## config.mk

```make
export PLATFORM = sky130hd
export DESIGN_NAME = hall_speed_estimator
export DESIGN_NICKNAME = d
export VERILOG_FILES = /design/src/rtl/hall_pkg.sv /design/src/rtl/hall_debounce.sv /design/src/rtl/hall_speed_estimator.sv
export SDC_FILE = /design/constraint.sdc
export NUM_CORES = 1
export LEC_CHECK = 0
export CAP_MARGIN = 20
export CELL_PAD_IN_SITES_DETAIL_PLACEMENT = 1
export CELL_PAD_IN_SITES_GLOBAL_PLACEMENT = 2
export CORE_MARGIN = 3
export CORE_UTILIZATION = 31
export DETAILED_ROUTE_END_ITERATION = 8
export PLACE_DENSITY = 0.85
export SLEW_MARGIN = 20
export SYNTH_ARGS = -nofsm -noshare
export SYNTH_HDL_FRONTEND = slang
export SYNTH_SLANG_ARGS = --single-unit
```

## constraint.sdc

```tcl
create_clock -name clock -period 5.3 [get_ports clock]
set_input_delay 1.59 -clock clock [delete_from_list [all_inputs] [get_ports clock]]
set_output_delay 1.59 -clock clock [all_outputs]
set_load 0.005 [all_outputs]
```

## src/rtl/hall_pkg.sv

```systemverilog
// Shared definitions for the hall sensor front-end.
// Contents:
//   NUM_SECTORS    - number of commutation sectors per electrical revolution
//   SECTOR_INVALID - sector value returned for the illegal codes 000 / 111
//   delta_e        - classification of a sector-to-sector transition
//   hall_to_sector - hall code {A,B,C} -> sector 0..5 (or SECTOR_INVALID)
//   sector_delta   - classify old -> new sector as none / forward / reverse / skip
package hall_pkg;

    localparam int         NUM_SECTORS    = 6;
    localparam logic [2:0] SECTOR_INVALID = 3'b111;

    typedef enum logic [1:0] {
        DELTA_NONE,
        DELTA_FWD,
        DELTA_REV,
        DELTA_SKIP
    } delta_e;

    function automatic logic [2:0] hall_to_sector(input logic [2:0] hall);
        logic [2:0] sec;
        case (hall)
            3'b101:  sec = 3'd0;
            3'b100:  sec = 3'd1;
            3'b110:  sec = 3'd2;
            3'b010:  sec = 3'd3;
            3'b011:  sec = 3'd4;
            3'b001:  sec = 3'd5;
            default: sec = SECTOR_INVALID;
        endcase
        return sec;
    endfunction

    // Both arguments must be legal sectors (0..5).
    function automatic delta_e sector_delta(input logic [2:0] old_s, input logic [2:0] new_s);
        logic [3:0] diff;
        delta_e     res;
        // (new - old) mod 6, kept non-negative by adding 6 first
        diff = {1'b0, new_s} + 4'(NUM_SECTORS) - {1'b0, old_s};
        if (diff >= 4'(NUM_SECTORS)) begin
            diff = diff - 4'(NUM_SECTORS);
        end
        case (diff)
            4'd0:                  res = DELTA_NONE;
            4'd1:                  res = DELTA_FWD;
            4'(NUM_SECTORS - 1):   res = DELTA_REV;
            default:               res = DELTA_SKIP;
        endcase
        return res;
    endfunction

endpackage

```

## src/rtl/hall_debounce.sv

```systemverilog
// Synchroniser and debouncer for the three raw hall inputs.
// Ports:
//   clock, reset     - system clock, synchronous active-high reset
//   hall_async_i     - raw hall code {A,B,C}, asynchronous to clock
//   code_o           - accepted (debounced) hall code
//   code_changed_o   - one-cycle strobe when code_o takes a new value
//                      (also fires for the first accepted code after reset)
module hall_debounce #(
    parameter int DEBOUNCE_CYCLES = 16
) (
    input  logic       clock,
    input  logic       reset,
    input  logic [2:0] hall_async_i,
    output logic [2:0] code_o,
    output logic       code_changed_o
);
    import hall_pkg::*;

    localparam logic [15:0] DEB = 16'(DEBOUNCE_CYCLES);

    logic [2:0]  sync1_q, sync2_q;
    logic [1:0]  vld_q;
    logic [2:0]  cand_q, cand_d;
    logic [15:0] stab_q, stab_d;
    logic [2:0]  code_q, code_d;
    logic        acc_valid_q, acc_valid_d;
    logic        changed_q, changed_d;

    // stab_d counts consecutive cycles sync2 has held its value, including
    // the current one, so a code is accepted on the cycle the count reaches DEB.
    // vld_q keeps the post-reset contents of the synchroniser out of the count.
    always_comb begin
        cand_d      = sync2_q;
        code_d      = code_q;
        acc_valid_d = acc_valid_q;
        changed_d   = 1'b0;
        if (!vld_q[1]) begin
            stab_d = '0;
        end else if (sync2_q != cand_q) begin
            stab_d = 16'd1;
        end else if (stab_q == DEB) begin
            stab_d = stab_q;
        end else begin
            stab_d = stab_q + 16'd1;
        end
        if (stab_d == DEB && (!acc_valid_q || sync2_q != code_q)) begin
            code_d      = sync2_q;
            acc_valid_d = 1'b1;
            changed_d   = 1'b1;
        end
    end

    always_ff @(posedge clock) begin
        if (reset) begin
            sync1_q     <= '0;
            sync2_q     <= '0;
            vld_q       <= '0;
            cand_q      <= '0;
            stab_q      <= '0;
            code_q      <= '0;
            acc_valid_q <= 1'b0;
            changed_q   <= 1'b0;
        end else begin
            sync1_q     <= hall_async_i;
            sync2_q     <= sync1_q;
            vld_q       <= {vld_q[0], 1'b1};
            cand_q      <= cand_d;
            stab_q      <= stab_d;
            code_q      <= code_d;
            acc_valid_q <= acc_valid_d;
            changed_q   <= changed_d;
        end
    end

    assign code_o         = code_q;
    assign code_changed_o = changed_q;

endmodule

```

## src/rtl/hall_speed_estimator.sv

```systemverilog
// Hall sensor front-end: decodes the debounced hall code into a sector and
// derives direction, position count, step period and stall status.
// Ports:
//   clock, reset                 - system clock, synchronous active-high reset
//   hall_sensor1..3              - raw hall A/B/C inputs (asynchronous)
//   clear_count                  - zero position_count and skip_error
//   sector, sector_valid         - last legal sector / current code is legal
//   direction                    - 1 = forward, 0 = reverse
//   position_count               - signed step count, wraps
//   step_period, period_valid    - cycles between last two steps, update pulse
//   stalled                      - no step for TIMEOUT_CYCLES
//   hall_error, skip_error       - illegal code level / sticky sector skip
module hall_speed_estimator #(
    parameter int DEBOUNCE_CYCLES = 16,
    parameter int PERIOD_WIDTH    = 32,
    parameter int TIMEOUT_CYCLES  = 25000000
) (
    input  logic                    clock,
    input  logic                    reset,
    input  logic                    hall_sensor1,
    input  logic                    hall_sensor2,
    input  logic                    hall_sensor3,
    input  logic                    clear_count,
    output logic [2:0]              sector,
    output logic                    sector_valid,
    output logic                    direction,
    output logic signed [31:0]      position_count,
    output logic [PERIOD_WIDTH-1:0] step_period,
    output logic                    period_valid,
    output logic                    stalled,
    output logic                    hall_error,
    output logic                    skip_error
);
    import hall_pkg::*;

    localparam logic [PERIOD_WIDTH-1:0] TIMEOUT_VAL = PERIOD_WIDTH'(TIMEOUT_CYCLES);
    localparam logic [PERIOD_WIDTH-1:0] ALL_ONES    = '1;

    logic [2:0] code;
    logic       code_chg;

    hall_debounce #(.DEBOUNCE_CYCLES(DEBOUNCE_CYCLES)) u_debounce (
        .clock          (clock),
        .reset          (reset),
        .hall_async_i   ({hall_sensor1, hall_sensor2, hall_sensor3}),
        .code_o         (code),
        .code_changed_o (code_chg)
    );

    logic [2:0]              sector_q, sector_d;
    logic                    svalid_q, svalid_d;
    logic                    dir_q, dir_d;
    logic [31:0]             pos_q, pos_d;
    logic [PERIOD_WIDTH-1:0] period_q, period_d;
    logic                    pvalid_q, pvalid_d;
    logic                    stalled_q, stalled_d;
    logic                    herr_q, herr_d;
    logic                    skip_q, skip_d;
    logic                    init_q, init_d;
    logic [PERIOD_WIDTH-1:0] cnt_q, cnt_d, cnt_inc;
    logic [2:0]              new_sec;
    logic                    step, restart;

    always_comb begin
        sector_d  = sector_q;
        svalid_d  = svalid_q;
        dir_d     = dir_q;
        pos_d     = pos_q;
        period_d  = period_q;
        pvalid_d  = 1'b0;
        stalled_d = stalled_q;
        herr_d    = herr_q;
        skip_d    = skip_q;
        init_d    = init_q;
        step      = 1'b0;
        restart   = 1'b0;
        cnt_inc   = (cnt_q == ALL_ONES) ? cnt_q : cnt_q + 1'b1;
        cnt_d     = cnt_inc;
        new_sec   = hall_to_sector(code);

        if (code_chg) begin
            if (new_sec == SECTOR_INVALID) begin
                herr_d   = 1'b1;
                svalid_d = 1'b0;
            end else begin
                herr_d   = 1'b0;
                svalid_d = 1'b1;
                if (!init_q) begin
                    sector_d = new_sec;
                    init_d   = 1'b1;
                end else begin
                    case (sector_delta(sector_q, new_sec))
                        DELTA_FWD: begin
                            dir_d    = 1'b1;
                            pos_d    = pos_q + 32'd1;
                            sector_d = new_sec;
                            step     = 1'b1;
                        end
                        DELTA_REV: begin
                            dir_d    = 1'b0;
                            pos_d    = pos_q - 32'd1;
                            sector_d = new_sec;
                            step     = 1'b1;
                        end
                        DELTA_SKIP: begin
                            skip_d   = 1'b1;
                            sector_d = new_sec;
                            restart  = 1'b1;
                        end
                        default: ;
                    endcase
                end
            end
        end

        // The first step out of a stall only re-arms the timer: the interval
        // it closes started before the stall and is not a usable measurement.
        if (step) begin
            restart = 1'b1;
            if (stalled_q) begin
                stalled_d = 1'b0;
            end else begin
                period_d = cnt_inc;
                pvalid_d = 1'b1;
            end
        end

        if (restart) begin
            cnt_d = '0;
        end else if (!stalled_q && cnt_inc == TIMEOUT_VAL) begin
            stalled_d = 1'b1;
            period_d  = ALL_ONES;
        end

        if (clear_count) begin
            pos_d  = '0;
            skip_d = 1'b0;
        end
    end

    always_ff @(posedge clock) begin
        if (reset) begin
            sector_q  <= '0;
            svalid_q  <= 1'b0;
            dir_q     <= 1'b0;
            pos_q     <= '0;
            period_q  <= ALL_ONES;
            pvalid_q  <= 1'b0;
            stalled_q <= 1'b1;
            herr_q    <= 1'b0;
            skip_q    <= 1'b0;
            init_q    <= 1'b0;
            cnt_q     <= '0;
        end else begin
            sector_q  <= sector_d;
            svalid_q  <= svalid_d;
            dir_q     <= dir_d;
            pos_q     <= pos_d;
            period_q  <= period_d;
            pvalid_q  <= pvalid_d;
            stalled_q <= stalled_d;
            herr_q    <= herr_d;
            skip_q    <= skip_d;
            init_q    <= init_d;
            cnt_q     <= cnt_d;
        end
    end

    assign sector         = sector_q;
    assign sector_valid   = svalid_q;
    assign direction      = dir_q;
    assign position_count = pos_q;
    assign step_period    = period_q;
    assign period_valid   = pvalid_q;
    assign stalled        = stalled_q;
    assign hall_error     = herr_q;
    assign skip_error     = skip_q;

endmodule
```

Yosys cells after proc, flatten, opt, wreduce, memory -nomap -nowiden
Cells that the tools add are included.
Widths: inputs -> output; s select.
Storage, ports and cells
  flip-flop bits (word level): 138
  output and inout port bits: 73
  word-level logic and storage cells: 103
Cells by class
  add/sub/neg operators: 7
  $lt $le $gt $ge: 1
  equality and inequality tests: 19
  muxes and demuxes: 38
  bitwise logic cells: 2
  reduce and logical (&&, ||, !) cells: 16
Operators with widths (count)
  $mux 32: 5
  $add 32x1->32 const B: 2
  $pmux 32 s2: 1
  $mux 16: 3
  $eq 16x5->1 const B: 2
  $eq 32x25->1 const B: 1
  $eq 32x32->1 const B: 1
  $sub 32x1->32 const B: 1
  $pmux 3 s6: 1
  $mux 1: 17
  $add 16x1->16 const B: 1
  $mux 4: 4
  $eq 3x3->1 const B: 4
  $reduce_and 4->1: 2
  $reduce_or 2->1: 4
  $eq 3x2->1 const B: 2
  $mux 2: 3
  $mux 3: 2
  $ne 3x3->1: 2
  $pmux 2 s3: 1
  $add 3x3->4 const B: 1
  $eq 2x2->1 const B: 2
  $eq 4x1->1 const B: 1
  $eq 4x3->1 const B: 1
  16 further kinds: 19

Depth between registers and ports, before layout
Gate-level depths: netlist of run 1.
  depth after elaboration: 23
  depth in mapped cells: 25
  depth with buffers taken out: 24

By module
A second synthesis of run 1 with hierarchy kept.
Second synthesis, totals
  cells, all modules: 903
  area, all modules: 7812.5 um^2
By module, submodules not included
  hall_speed_estimator: times used 1, cells each 732, area each 6229.7 um^2, sequential area each 2122.0 um^2
  hall_debounce: times used 1, cells each 171, area each 1582.8 um^2, sequential area each 640.6 um^2

Worst setup path before layout of run 1
No wires, ideal clock.
  path type: register -> register
  from: register u_debounce.code_q[2], in the netlist u_debounce.code_o[2]
  to: register pos_q[31], in the netlist position_count[31]
  library setup time: 0.119 ns
  data arrival time: 5.752 ns
  path slack: -0.571 ns
  cell stages (with the launch flop): 25
  path buffers: 1
  clock period less this slack: 5.871 ns
  cells stage by stage: dfxtp_1 clkbuf_1 nand2_1 o21a_1 ha_1 inv_1 ha_1 fa_1 ha_1 nand2_1 a21oi_1 o21ai_0 or2_2 inv_1 ha_1 ha_1 a21oi_1 nand2_1 o41ai_1 o311ai_0 nand4_1 a21oi_1 o21ai_0 nand4_1 nor3b_1
Between the ends
  cells in the longest elaborated chain, start to end: 17
  elaborated cells on any way between the ends: 29
  classes of those cells: add/sub (3); order compare (1); eq/ne (11); mux (10); bitwise (1); reduce/logical (3)
RTL lines
  from (decl): line hall_debounce.sv:25  | logic [2:0] code_q, code_d;
  from (signal assigned): line hall_debounce.sv:69  | code_q <= code_d;
  $eq 3x1->1, or another cell as far along: line hall_pkg.sv:22  | case (hall)
  $pmux 3 s6 (*): line hall_pkg.sv:22
  $add 3x3->4: line hall_pkg.sv:39  | diff = {1'b0, new_s} + 4'(NUM_SECTORS) - {1'b0, old_s};
  $sub 4x3->4: line hall_pkg.sv:39
  $sub 4x3->4 / $ge 4x3->1 (equally long branches): line hall_pkg.sv:41, hall_pkg.sv:40
  $mux 4: line hall_pkg.sv:40  | if (diff >= 4'(NUM_SECTORS)) begin
  $mux 4: line hall_speed_estimator.sv:88  | if (!init_q) begin
  $mux 4: line hall_speed_estimator.sv:82  | if (new_sec == SECTOR_INVALID) begin
  $mux 4: line hall_speed_estimator.sv:81  | if (code_chg) begin
  $eq 4x3->1, or another cell as far along: line hall_pkg.sv:43  | case (diff)
  $pmux 2 s3: line hall_pkg.sv:43
  $mux 2: line hall_speed_estimator.sv:88
  $mux 2: line hall_speed_estimator.sv:82
  $mux 2: line hall_speed_estimator.sv:81
  $eq 2x2->1 / $eq 2x1->1 (equally long branches): line hall_speed_estimator.sv:92  | case (sector_delta(sector_q, new_sec))
  $reduce_bool 2->1 (no source line)
  $reduce_and 4->1 (no source line)
  to (signal assigned): line hall_speed_estimator.sv:158  | pos_q <= pos_d;
  to (decl): line hall_speed_estimator.sv:53  | logic [31:0] pos_q, pos_d;
Every way passes the cells marked *; elsewhere a longest branch is shown, timed or not. The select of a mux whose other input is x is not followed.
A chain may end at the register's enable or synchronous reset.

Final worst setup path of run 1
  from: register u_debounce.code_q[2], in the netlist u_debounce.code_o[2]
  to: register pos_q[30], in the netlist position_count[30]
The elaborated chain is that of the path after synthesis.

==> results.md, run 1 <==
Clock network:
- Counting every sink on the clock net gives about 140.
- The number of buffers inserted by hold repair at cts is 0.
- The total clock buffers created by CTS is 17.
- TritonCTS built the clock tree.
- The longest clock path from root to sink contains 2 buffers.
- The root buffer selected by CTS is clkbuf_16.
- The H-tree was split into 4 levels.
- After clock tree synthesis, the clock-pin slew on the worst setup and hold paths is ~60 ps.
- For the worst-skew pair, the clock arrives at the later sink with an insertion delay of 420 ps.

Outcome:
- The run finished with clean final reports.

STA:
- The highest attainable clock frequency is 196 MHz.
- Setup violations remaining at the end of the flow were counted as 0.
- The worst-case setup margin in the final layout is roughly 190 ps.
- The shortest period the worst path allows is between 5000 and 6000 ps.
- The final hold violation count is 0.
- Final hold analysis gives a worst-case slack of 445 ps.
- For the final routed database, the setup TNS stands at 0 ps.
- At the pin with the least slew margin, the transition time is 816 ps.
- Measured against its own limit, the worst slew margin works out to 45.1%.
- The max-slew violation count is 0.
- The final clock skew is 9.62 ps.
- Dividing the final minimum period by the clock period gives 96.5%.

Pwr:
- The share of total power dissipated in combinational logic is 2.1%.
- Net switching is 22.1% of the power.
- The worst-case IR drop observed on VDD is 0.165 mV.
- The design internal power is 1.76 mW.
- The total power draw is 2.25 mW.
- The analysis attributes to net switching a power of 498 uW.
- The register share of total power is 46.5%.
- The clock group share of total power is around 51%.
- The total power divided by cell area is between 200 and 250 mW/mm^2.
- In this run the static leakage power is 3.78 nW.

Route:
- After detailed routing, the number of remaining DRC violations is 0.
- Using the TritonRoute via totals, the vias-per-cell ratio works out to 5.04.
- The final route contains roughly 7000 vias.
- The detailed-route wire length per cell is 15.7 um.
- For this block, the routed nets add up to 21500 um of wire.
- The initial DRC count is 219.
- For this run, the detailed router's first-pass iteration total came to 4.
- The number of nets with antenna violations after routing is 0.

Global routing:
- Summed over all layers, the global routing overflow is 0.
- Entering global routing, the biggest net connects 41 pins.
- The wire length of the first global-routing pass is 35000 um.
- Global routing used 16.1% of the available tracks.
- The number of global-route vias before repair came to 6875.
- The initial antenna violation count is 0.

Critical path:
- The largest incremental delay on the critical path is 610 ps.
- The category of the worst setup path capture point is a flop.
- The slack of the worst reg-to-reg path is 190 ps.
- The master of the slowest instance on the critical path is fa_2.
- The endpoint identified for the worst register-to-register timing path is position_count[30]$_SDFFE_PP0P_.
- The top cell family by delay on the critical path is compound AO/OA/AOI/OAI gates.
- Traced cell by cell, the critical path runs through nand2_1 -> o21a_1 -> ha_1 -> inv_1 -> ha_1 -> fa_2 -> ha_4 -> nand2_1 -> a21oi_2 -> o21ai_2 -> nand2b_2 -> ha_4 -> buf_6 -> fa_1 -> a21o_1 -> a21oi_2 -> o211ai_1 -> a2111oi_2 -> nor2_2 -> a31oi_1 -> a21oi_1 -> o311ai_1.
- STA classifies the critical path startpoint as a flop.
- By startpoint and endpoint, the worst setup path is classified as flop to flop.
- The worst reg2reg path depth is 22.
- The required time at the endpoint of the critical path is around 5600 ps.
- The count of buffering cells on the critical path with inverters included is 2.
- The startpoint identified for the worst register-to-register timing path is u_debounce.code_o[2]$_SDFFE_PP0P_.
- The arrival time of data at the critical path endpoint is around 5400 ps.
- The maximum net fanout on the critical path is 6.

Final layout:
- The final-stage net count is 1088.
- The design area is a little under 0.01 mm^2.
- The antenna diode count is 0.
- The count of non-filler cells in the finished layout is 1374.
- Compared with the post-synthesis result, the final layout area differs by 26.2%.
- In the layout the commonest cells are dfxtp_1, nand2_1, nor2_1.
- The fraction of layout instances using a drive strength above 1 is approximately 14%.
- The library cell used most frequently in the layout, excluding fill and tap cells, is dfxtp_1.
- The end-of-flow core utilization is 39.9%.

Yosys:
- The count of distinct cell types in the synthesized netlist is 65.
- After technology mapping, the gate count stands at 952.
- For this run, the number of Yosys warnings is 0.
- The sequential area share after synthesis is between 30 and 40%.
- Among all flip-flop cells after synthesis, the most frequent one is dfxtp_1.
- The area share of the largest cell type after synthesis is 35.7%.
- The biggest area consumer among synthesized cells is dfxtp_1.
- Counting flops with a built-in enable in the synthesized netlist gives 0.
- The net count of the mapped netlist is 1000.
- For this run, asynchronously set or reset flops after synthesis account for 0%.
- Averaged over all synthesized cells, the footprint is 8.13 um^2.
- The total of flip-flops plus latches after synthesis is 138.
- In the post-synthesis netlist, the biggest area contributors are dfxtp_1, ha_1, nand2_1, xnor2_1, nor2_1.
- The cell area after synthesis is ~0.0077 mm^2.

Floorplanning:
- The number of I/O pins is 79.
- From bottom edge to top edge, the die measures 164 um.
- The core area is around 0.024 mm^2.
- The horizontal die dimension is 164 um.
- The starting utilization of the core area is a little under a third.
- The number of rows created at floorplan is 57.
- The die covers 0.0269 mm^2.

Worst hold path:
- In this run the worst hold path is classified as flop to flop.
- The startpoint identified for the worst hold timing path is u_debounce.vld_q[0]$_DFF_P_.
- The capture endpoint of the worst hold path is u_debounce.vld_q[1]$_SDFF_PP0_.
- Along the worst hold path, the cell count comes to 1.

Place:
- Detailed placement finished with a half-perimeter wire length of 15400 um.
- The weighted congestion at the end of routability-driven global placement is 0.826.
- The pre-CTS setup slack is -166 ps.
- The number of placed cells counting well taps is 1335.
- The total placed instance area is 0.00894 mm^2.
- Port buffering added 78 buffers.

Flow run:
- The tool flagged a number of max-cap violations equal to 0.
==> synthesized netlist by cell type, types with 4 or more instances <==
| master | instances |
|---|---|
| nor2b_1 | 19 |
| o21bai_1 | 7 |
| ha_1 | 40 |
| o211ai_1 | 6 |
| o311ai_0 | 4 |
| nand4_1 | 17 |
| and4_1 | 6 |
| nand2b_1 | 6 |
| inv_1 | 27 |
| a31oi_1 | 14 |
| nor3_1 | 22 |
| xnor2_1 | 44 |
| a21o_1 | 16 |
| mux2i_1 | 10 |
| and2_1 | 6 |
| a211oi_1 | 6 |
| and3_1 | 22 |
| a21oi_1 | 57 |
| or3_1 | 4 |
| nand2_1 | 128 |
| nor2_1 | 95 |
| o21ai_0 | 55 |
| o21a_1 | 5 |
| nor3b_1 | 6 |
| nand2_2 | 30 |
| xor2_1 | 31 |
| clkbuf_1 | 31 |
| dfxtp_1 | 138 |
| nand3_1 | 36 |
==> cell families (layout without fill, tap and decap cells) <==
| group | count (synthesis) | after routing | synth area share [%] |
|---|---|---|---|
| compound gates | 198 | 198 | 16.0 |
| xor+xnor | 75 | 75 | 8.49 |
| buf+inv | 67 | 165 | 3.64 |
| mux | 13 | 13 | 1.73 |
| fa+ha+maj | 42 | 42 | 6.98 |
| simple gates | 419 | 419 | 27.5 |
| flops | 138 | 138 | 35.7 |
==> state kept, by name (all words and copies together) (netlist names), 2 cells and up <==
register,cells
u_debounce.code_o,3
step_period,32
sector,3
cnt_q,32
u_debounce.cand_q,3
u_debounce.vld_q,2
u_debounce.sync1_q,3
position_count,32
u_debounce.stab_q,16
u_debounce.cand_d,3
==> power groups by stage <==
| stage | Combinational (mW) | Sequential, mW | Clock (mW) |
|---|---|---|---|
| detailed placement | 0.0474 | 1.07 | 0 |
| finish | 0.0469 | 1.05 | 1.16 |
| global route | 0.0521 | 1.05 | 1.25 |
| floorplan | 0.0347 | 1.07 | 0 |
| global placement | 0.0469 | 1.07 | 0 |
| CTS | 0.0482 | 1.05 | 1.19 |
==> routing by layer <==
layer / part of all wire [%] / up-vias / global-route usage, %
li1: - / 3498 / -
met1: 49 / 3323 / 21.2
met2: 47 / 84 / 27.0
met3: 2.7 / 20 / 3.63
met4: 0.96 / 0 / 3.73
met5: 0 / - / 0
==> cell type report <==
type / instances / area [um^2]
fillers: 2909 / 14700
flip-flops and latches: 138 / 2770
inverters: 27 / 101
repair buffers: 109 / 1040
clock buffers: 18 / 439
multi-input cells: 747 / 4890
clock inverters: 11 / 124
well taps: 324 / 405
==> how the worst max path moves through the flow <==
stage / start / cells after the start / end
2_1_floorplan: u_debounce.code_o[2]$_SDFFE_PP0P_ / 24 / position_count[31]$_SDFFE_PP0P_
3_3_place_gp: u_debounce.code_o[2]$_SDFFE_PP0P_ / 25 / position_count[31]$_SDFFE_PP0P_
3_5_place_dp: u_debounce.code_o[2]$_SDFFE_PP0P_ / 24 / position_count[31]$_SDFFE_PP0P_
4_1_cts: u_debounce.code_o[2]$_SDFFE_PP0P_ / 24 / position_count[26]$_SDFFE_PP0P_
5_1_grt: u_debounce.code_o[2]$_SDFFE_PP0P_ / 24 / position_count[30]$_SDFFE_PP0P_
6_report: u_debounce.code_o[2]$_SDFFE_PP0P_ / 22 / position_count[30]$_SDFFE_PP0P_
==> repair_timing <==
action | in CTS | in global routing
endpoints found under the setup margin | 10 | 14
setup buffers | 6 | 4
pin swaps | 3 | 13
resized for setup | 10 | 38
No activity file was read; power rests on OpenSTA's default activity.
==> run 2, diff against run 1 <==
--- a/config.mk
+++ b/config.mk
@@ -9,9 +9,9 @@
 export CELL_PAD_IN_SITES_DETAIL_PLACEMENT = 1
 export CELL_PAD_IN_SITES_GLOBAL_PLACEMENT = 2
 export CORE_MARGIN = 3
-export CORE_UTILIZATION = 31
+export CORE_UTILIZATION = 34
 export DETAILED_ROUTE_END_ITERATION = 8
-export PLACE_DENSITY = 0.85
+export PLACE_DENSITY = 0.89
 export SLEW_MARGIN = 20
 export SYNTH_ARGS = -nofsm -noshare
 export SYNTH_HDL_FRONTEND = slang
==> constraint.sdc (replaced) <==
create_clock -name clock -period 4.83 [get_ports clock]
set_input_delay 1.449 -clock clock [delete_from_list [all_inputs] [get_ports clock]]
set_output_delay 1.449 -clock clock [all_outputs]
set_load 0.005 [all_outputs]
==> results.md, run 2 (synthesized netlist as in run 1, its figures left out) <==
STA:
- The final clock skew came to 13.8 ps (+4.13 ps).
- The final hold violation count was 0 (unchanged).
- The worst-case setup margin in the final layout is -101 ps (-289 ps).
- The normalized max-slew margin is 50.0% (+4.8 points).
- The share of the cycle needed by the critical path after routing was 102% (+5.6 points).
- The tightest hold margin is 435 ps (-10.2 ps).
- Setup repair after global routing could not meet its margin everywhere.
- The total negative slack for setup checks was -411 ps (-411 ps).
- The transition time at the pin with the least slew margin is 745 ps (-71.9 ps).
- The highest attainable clock frequency is 203 MHz (+3.7%).
- The max-slew violation count was 0 (unchanged).
- The shortest period the worst path allows came to 4930 ps (-181 ps).
- The final setup violation count came to 6 (+6).

Clock network:
- TritonCTS built the clock tree.
- The CTS sink count is 138 (unchanged).
- The maximum clock insertion buffer count is 2 (unchanged).
- The total clock buffers created by CTS is 17 (unchanged).
- The number of levels the H-tree was split into was 4 (unchanged).
- The clock transition at the register clock pins on the worst setup and hold paths after CTS was 70 ps (about the same).
- The number of buffers inserted by hold repair at cts is 0 (unchanged).
- The later-pin clock latency in the skew report is 430 ps (about the same).
- The root buffer selected by CTS is clkbuf_16.

Outcome:
- The final reports fail on negative setup slack.
- The run finished, with violations left.

Floorplanning:
- The die boundary height was 157 um (-4.4%).
- The number of rows created at floorplan is 54 (-5.3%).
- The starting utilization of the core area was 35.0% (+3.4 points).
- The horizontal die dimension is 157 um (-4.4%).
- The overall die area was 0.0246 mm^2 (-8.5%).
- The core area came to 0.0221 mm^2 (-9.7%).
- The number of I/O pins came to 79 (unchanged).

Critical path:
- STA classifies the critical path startpoint as a flop.
- The required time at the endpoint of the critical path is 5160 ps (-460 ps).
- The category of the worst setup path capture point is a flop.
- The critical path is of the flop to flop type.
- The arrival time of data at the critical path endpoint came to 5260 ps (-170 ps).
- The maximum net fanout on the critical path is 5 (-1).
- The slack of the worst reg-to-reg path is -100 ps (-290 ps).

Pwr:
- The total power draw came to 2.48 mW (+10%).
- The leakage dissipation came to 4.15 nW (+9.9%).
- The total power divided by cell area is 236 mW/mm^2 (+2.2%).
- The peak supply drop is 0.197 mV (+20%).

Global routing:
- The initial antenna violation count came to 0 (unchanged).
- The pin count of the biggest net entering global routing came to 43 (+4.9%).
- The number of global-route vias before repair was 7731 (+12%).
- The global-route met3 utilization was 3.40% (-0.23 points).
- The residual overflow from global routing is 0 (unchanged).
- The most used routing layer is met2.
- The total global routing track utilization is 19.4% (+3.2 points).
- The met1 layer usage reported by global route is 23.9% (+2.7 points).
- The wire length of the first global-routing pass is 38700 um (+10%).
- The routing usage on met2 came to 34.2% (+7.2 points).

Place:
- The number of placed cells counting well taps is 1332 (-0.22%).
- The detailed placement HPWL is 15900 um (+3.7%).
- The weighted congestion at the end of routability-driven global placement is 0.816 (-1.2%).
- The pre-CTS setup slack is -436 ps (-270 ps).
- The quantity of I/O buffers inserted on ports came to 78 (unchanged).

Final layout:
- In the layout the commonest cells are dfxtp_1, nand2_1, nor2_1.
- The antenna diode count is 0 (unchanged).
- The fraction of layout instances using a drive strength above 1 is 21.8% (+8.3 points).
- The commonest non-fill, non-tap cell in the layout is dfxtp_1.
- The area added between synthesis and finish is 35.9%.
- The count of non-filler cells in the finished layout is 1393 (+1.4%).
- The final-stage net count came to 1148 (+5.5%).

Route:
- The detailed-route wire length per cell is 17.6 um (+13%).
- The number of vias after detailed routing is 7339 (+6.0%).
- The remaining routing DRC violations is 0 (unchanged).
- The initial DRC count is 271 (+24%).
- The total wire length is 24600 um (+14%).
- The number of vias per cell after detailed routing is 5.27 (+4.5%).
- The first-pass iteration count of the detailed router is 5 (+1).
- The number of nets with antenna violations after routing was 0 (unchanged).

Flow run:
- The total of max-cap violations is 0 (unchanged).

Worst hold path:
- The worst min-delay path category is flop to flop.
-- run 2: changes by cell type in the layout (fill, tap and decap cells not counted), moves of 6 or more --
| cell | previous run | this run |
|---|---|---|
| ha_4 | 4 | 11 |
| buf_4 | 28 | 82 |
| a21oi_1 | 52 | 44 |
| ha_1 | 34 | 28 |
-- run 2: repair_timing --
action                                 in CTS  in global routing
setup buffers                              19                 11
gates resized for setup                    43                 50
endpoints found under the hold margin       0                  0
setup endpoints to repair                  20                 19
pin swaps                                  24                 36
gates cloned                                1                  0
-- run 2: path summary, 6_finish.rpt --
kind / start / end / cells past startpoint
worst max-delay path: u_debounce.code_o[2]$_SDFFE_PP0P_ / position_count[28]$_SDFFE_PP0P_ / 25
worst min-delay path: u_debounce.vld_q[0]$_DFF_P_ / u_debounce.vld_q[1]$_SDFF_PP0_ / 1
worst max register to register: u_debounce.code_o[2]$_SDFFE_PP0P_ / position_count[28]$_SDFFE_PP0P_ / 25
worst min register to register: u_debounce.vld_q[0]$_DFF_P_ / u_debounce.vld_q[1]$_SDFF_PP0_ / 1
-- run 2: metrics by stage --
step / instance area (um^2) / util [%]
after floorplan: 7850 / -
after global placement: 9260 / 41.9
after detailed placement: 9260 / 41.9
after CTS: 10200 / 46.1
after global routing: 10500 / 47.6
final: 10500 / 47.6
-- run 2: routing by layer --
layer / wire (um) / vias to the layer above
met1: 10800 / 3568
met3: 693 / 35
li1: - / 3610
met2: 12600 / 126
met5: 0 / -
met4: 482 / 0
-- run 2: final cells by class --
class	instances	area [um^2]
tap	280	350
fill	2595	11600
inverter	27	101
clock inverter	14	129
multi-input combinational	747	5180
timing repair buffer	169	1550
clock buffer	18	439
sequential	138	2770
-- run 2: critical path: stages, from the launching register on --
cell and delay (ps):
dfxtp_4 370, xor2_1 140, nand2_1 80, o21ai_2 80, ha_2 200, inv_2 50
ha_4 150, fa_2 560, ha_4 170, nand2_4 70, a21oi_4 160, o21ai_2 80
nand2b_4 160, ha_4 190, buf_12 140, fa_2 360, a21o_1 190, a21oi_2 180
o211ai_1 190, buf_4 200, a2111oi_4 390, nor2_4 110, a31oi_4 210, a21oi_4 100
xnor2_1 210, o21ai_1 70
-- run 2: report_power, final --
part           internal [mW]  switching (mW)  leakage [nW]  total [mW]
clock                  0.692           0.586         0.275        1.28
combinational         0.0173          0.0354          2.76      0.0527
sequential              1.14         0.00586          1.12        1.15
==> run 3, diff against run 2 <==
--- a/config.mk
+++ b/config.mk
@@ -5,11 +5,12 @@
 export SDC_FILE = /design/constraint.sdc
 export NUM_CORES = 1
 export LEC_CHECK = 0
+export ABC_AREA = 1
 export CAP_MARGIN = 20
 export CELL_PAD_IN_SITES_DETAIL_PLACEMENT = 1
 export CELL_PAD_IN_SITES_GLOBAL_PLACEMENT = 2
 export CORE_MARGIN = 3
-export CORE_UTILIZATION = 34
+export CORE_UTILIZATION = 32
 export DETAILED_ROUTE_END_ITERATION = 8
 export PLACE_DENSITY = 0.89
 export SLEW_MARGIN = 20
==> results.md, run 3 <==
Outcome:
- The flow ran to the end, and the final reports show no timing, DRC or antenna violations.

Floorplanning:
- The number of rows created at floorplan is 59 (+9.3%).
- The number of I/O pins is 79 (unchanged).
- The overall die area came to 0.0288 mm^2 (+17%).
- The horizontal die dimension is 170 um (+8.2%).
- The starting utilization of the core area is 32.7% (-2.3 points).
- The core area is 0.0262 mm^2 (+19%).
- The die boundary height was 170 um (+8.2%).

Critical path:
- The arrival time of data at the critical path endpoint is 4800 ps (-460 ps).
- The critical path in this run is classified as flop to flop.
- The slack of the worst reg-to-reg path is 350 ps (+450 ps).
- The worst setup path is launched from a flop.
- The largest incremental delay on the critical path is 480 ps (-80 ps).
- The cell type with the highest occurrence count on the critical path is nand2_1.
- The required time at the endpoint of the critical path is 5150 ps (about the same).
- The master of the slowest instance on the critical path is fa_1.
- The category of the worst setup path capture point is a flop.
- The maximum net fanout on the critical path is 17 (+12).

Yosys:
- The total of flip-flops plus latches after synthesis is 138 (unchanged).
- The biggest area consumer among synthesized cells is dfxtp_1.
- The sequential area share after synthesis is 32.2% (-3.5 points).
- The cell area after synthesis is 0.00858 mm^2 (+11%).
- The gate count after technology mapping came to 1299 (+36%).
- The count of distinct cell types in the synthesized netlist was 43 (-34%).
- The most frequent cell after synthesis is nand2_1.
- Ranked by instance count, the synthesized netlist is headed by nand2_1, nor2_1, inv_1, dfxtp_1, nand3_1.
- By area the synthesized netlist is led by dfxtp_1, nand2_1, nor2_1, inv_1, ha_1.
- The post-synthesis average cell area is 6.60 um^2 (-19%).
- The number of warnings reported in the yosys synthesis log is 0 (unchanged).
- The area share of the largest cell type after synthesis is 32.2% (-3.5 points).
- The number of synthesized flops with an enable pin was 0 (unchanged).
- The net count of the mapped netlist is 1347 (+35%).
- The proportion of register bits with asynchronous set or reset after synthesis is 0% (unchanged).
- The commonest register cell after synthesis is dfxtp_1.

Global routing:
- The wire length of the first global-routing pass was 44500 um (+15%).
- The pin count of the biggest net entering global routing is 65 (+51%).
- The residual overflow from global routing is 0 (unchanged).
- The initial antenna violation count is 0 (unchanged).
- The total global routing track utilization came to 18.9% (-0.45 points).
- The number of global-route vias before repair is 8687 (+12%).

Final layout:
- The area growth from synthesis to layout is 22.0%.
- The commonest non-fill, non-tap cell in the layout is nand2_1.
- In the layout the commonest cells are nand2_1, nor2_1, inv_1.
- The final-stage net count is 1424 (+24%).
- The area of all sequential standard cells was 0.00277 mm^2 (unchanged).
- The antenna diode count is 0 (unchanged).
- The multi-input gate area in the final layout was 0.00515 mm^2 (-0.53%).
- The fraction of layout instances using a drive strength above 1 is 8.50% (-13 points).
- The count of fill cells added during filler insertion is 3321 (+28%).
- The count of non-filler cells in the finished layout is 1724 (+24%).

Route:
- The initial DRC count is 356 (+31%).
- The number of vias per cell after detailed routing is 4.89 (-7.1%).
- The detailed-route wire length per cell was 15.5 um (-12%).
- The first-pass iteration count of the detailed router is 4 (-1).
- The remaining routing DRC violations came to 0 (unchanged).
- The total wire length is 26800 um (+9.0%).
- The number of nets with antenna violations after routing is 0 (unchanged).
- The number of vias after detailed routing is 8438 (+15%).

Clock network:
- The clock transition at the register clock pins on the worst setup and hold paths after CTS came to 60 ps (about the same).
- The maximum clock insertion buffer count came to 2 (unchanged).
- The root buffer selected by CTS is clkbuf_16.
- The number of levels the H-tree was split into is 4 (unchanged).
- The later-pin clock latency in the skew report is 420 ps (about the same).
- The total clock buffers created by CTS was 17 (unchanged).
- TritonCTS built the clock tree.
- The CTS sink count is 138 (unchanged).

Place:
- The number of placed cells counting well taps is 1688 (+27%).
- The quantity of I/O buffers inserted on ports was 78 (unchanged).
- The detailed placement HPWL is 20500 um (+29%).
- The weighted congestion at the end of routability-driven global placement is 0.887 (+8.7%).

Pwr:
- The leakage dissipation came to 4.41 nW (+6.2%).
- The peak supply drop is 0.163 mV (-17%).
- The total power draw is 2.55 mW (+3.0%).
- The total power divided by cell area is 244 mW/mm^2 (+3.5%).

STA:
- The max-slew violation count is 0 (unchanged).
- Setup repair after global routing could not meet its margin everywhere.
- The normalized max-slew margin is 50.7% (+0.74 points).
- The highest attainable clock frequency is 223 MHz (+10%).
- The share of the cycle needed by the critical path after routing is 92.8% (-9.3 points).
- The transition time at the pin with the least slew margin is 739 ps (-5.33 ps).
- The final setup violation count is 0 (-6).
- The final hold violation count is 0 (unchanged).
- The tightest hold margin is 407 ps (-27.6 ps).
- The shortest period the worst path allows is 4480 ps (-451 ps).
- The final clock skew is 8.71 ps (-5.04 ps).

Worst hold path:
- The worst min-delay path category is flop to flop.

Flow run:
- The total of max-cap violations came to 0 (unchanged).
==> run 3: cell families after synthesis <==
logic type | Yosys count | synth area share, %
simple gates | 675 | 33.2
compound gates | 210 | 15.1
xor+xnor | 41 | 4.19
fa+ha+maj | 42 | 6.30
flops | 138 | 32.2
buf+inv | 193 | 8.99
==> run 3: worst paths after layout <==
path,start,end,cells after the start
worst min-delay path,u_debounce.vld_q[0]$_DFF_P_,u_debounce.vld_q[1]$_SDFF_PP0_,2
worst max-delay path,u_debounce.code_o[2]$_SDFFE_PP0P_,position_count[25]$_SDFFE_PP0P_,28
worst min register to register,u_debounce.vld_q[0]$_DFF_P_,u_debounce.vld_q[1]$_SDFF_PP0_,2
worst max register to register,u_debounce.code_o[2]$_SDFFE_PP0P_,position_count[25]$_SDFFE_PP0P_,28
==> run 3: per-stage QoR <==
step                instance area, um^2  util, %  setup WS [ps]  TNS [ps]
floorplan                          8580        -           63.6         0
global placement                   9710     37.1            238         0
detailed placement                 9710     37.1           29.8         0
CTS                               10300     39.4           18.3         0
global route                      10500     39.9          -42.8      -107
finish                            10500     39.9            350         0
==> run 3: report_power, final <==
| part | switching [mW] | internal (mW) |
|---|---|---|
| Combinational | 0.0406 | 0.0158 |
| Sequential | 0.00577 | 1.14 |
| Clock | 0.562 | 0.787 |
| Total | 0.608 | 1.95 |
==> run 3: cell type report <==
cell class                 count  area share [%]
clock inverter                14            1.54
clock buffer                  18            4.20
multi-input combinational    968            49.2
timing repair buffer          94            8.97
inverter                     157            5.63
tap                          335            4.01
sequential                   138            26.5
==> run 3: metal layers <==
layer,vias up,routed length (um),track usage [%]
li1,4337,-,-
met1,3987,12500,24.2
met2,94,13200,33.7
met3,20,697,2.87
met4,0,291,3.88
met5,-,0,0
==> run 3: worst max-delay path, delay by kind of cell, from the launching register on <==
kind | cells | cell delay (ps)
flops | 1 | 380
simple gates | 10 | 950
fa+ha+maj | 6 | 1650
buf+inv | 5 | 400
compound gates | 7 | 1000
==> run 3: timing repair <==
item,4_1_cts,5_1_grt
hold buffers,0,0
resized for setup,2,30
setup endpoints to repair,4,28
gates cloned,0,1
setup buffers,0,3
pin swaps,0,4
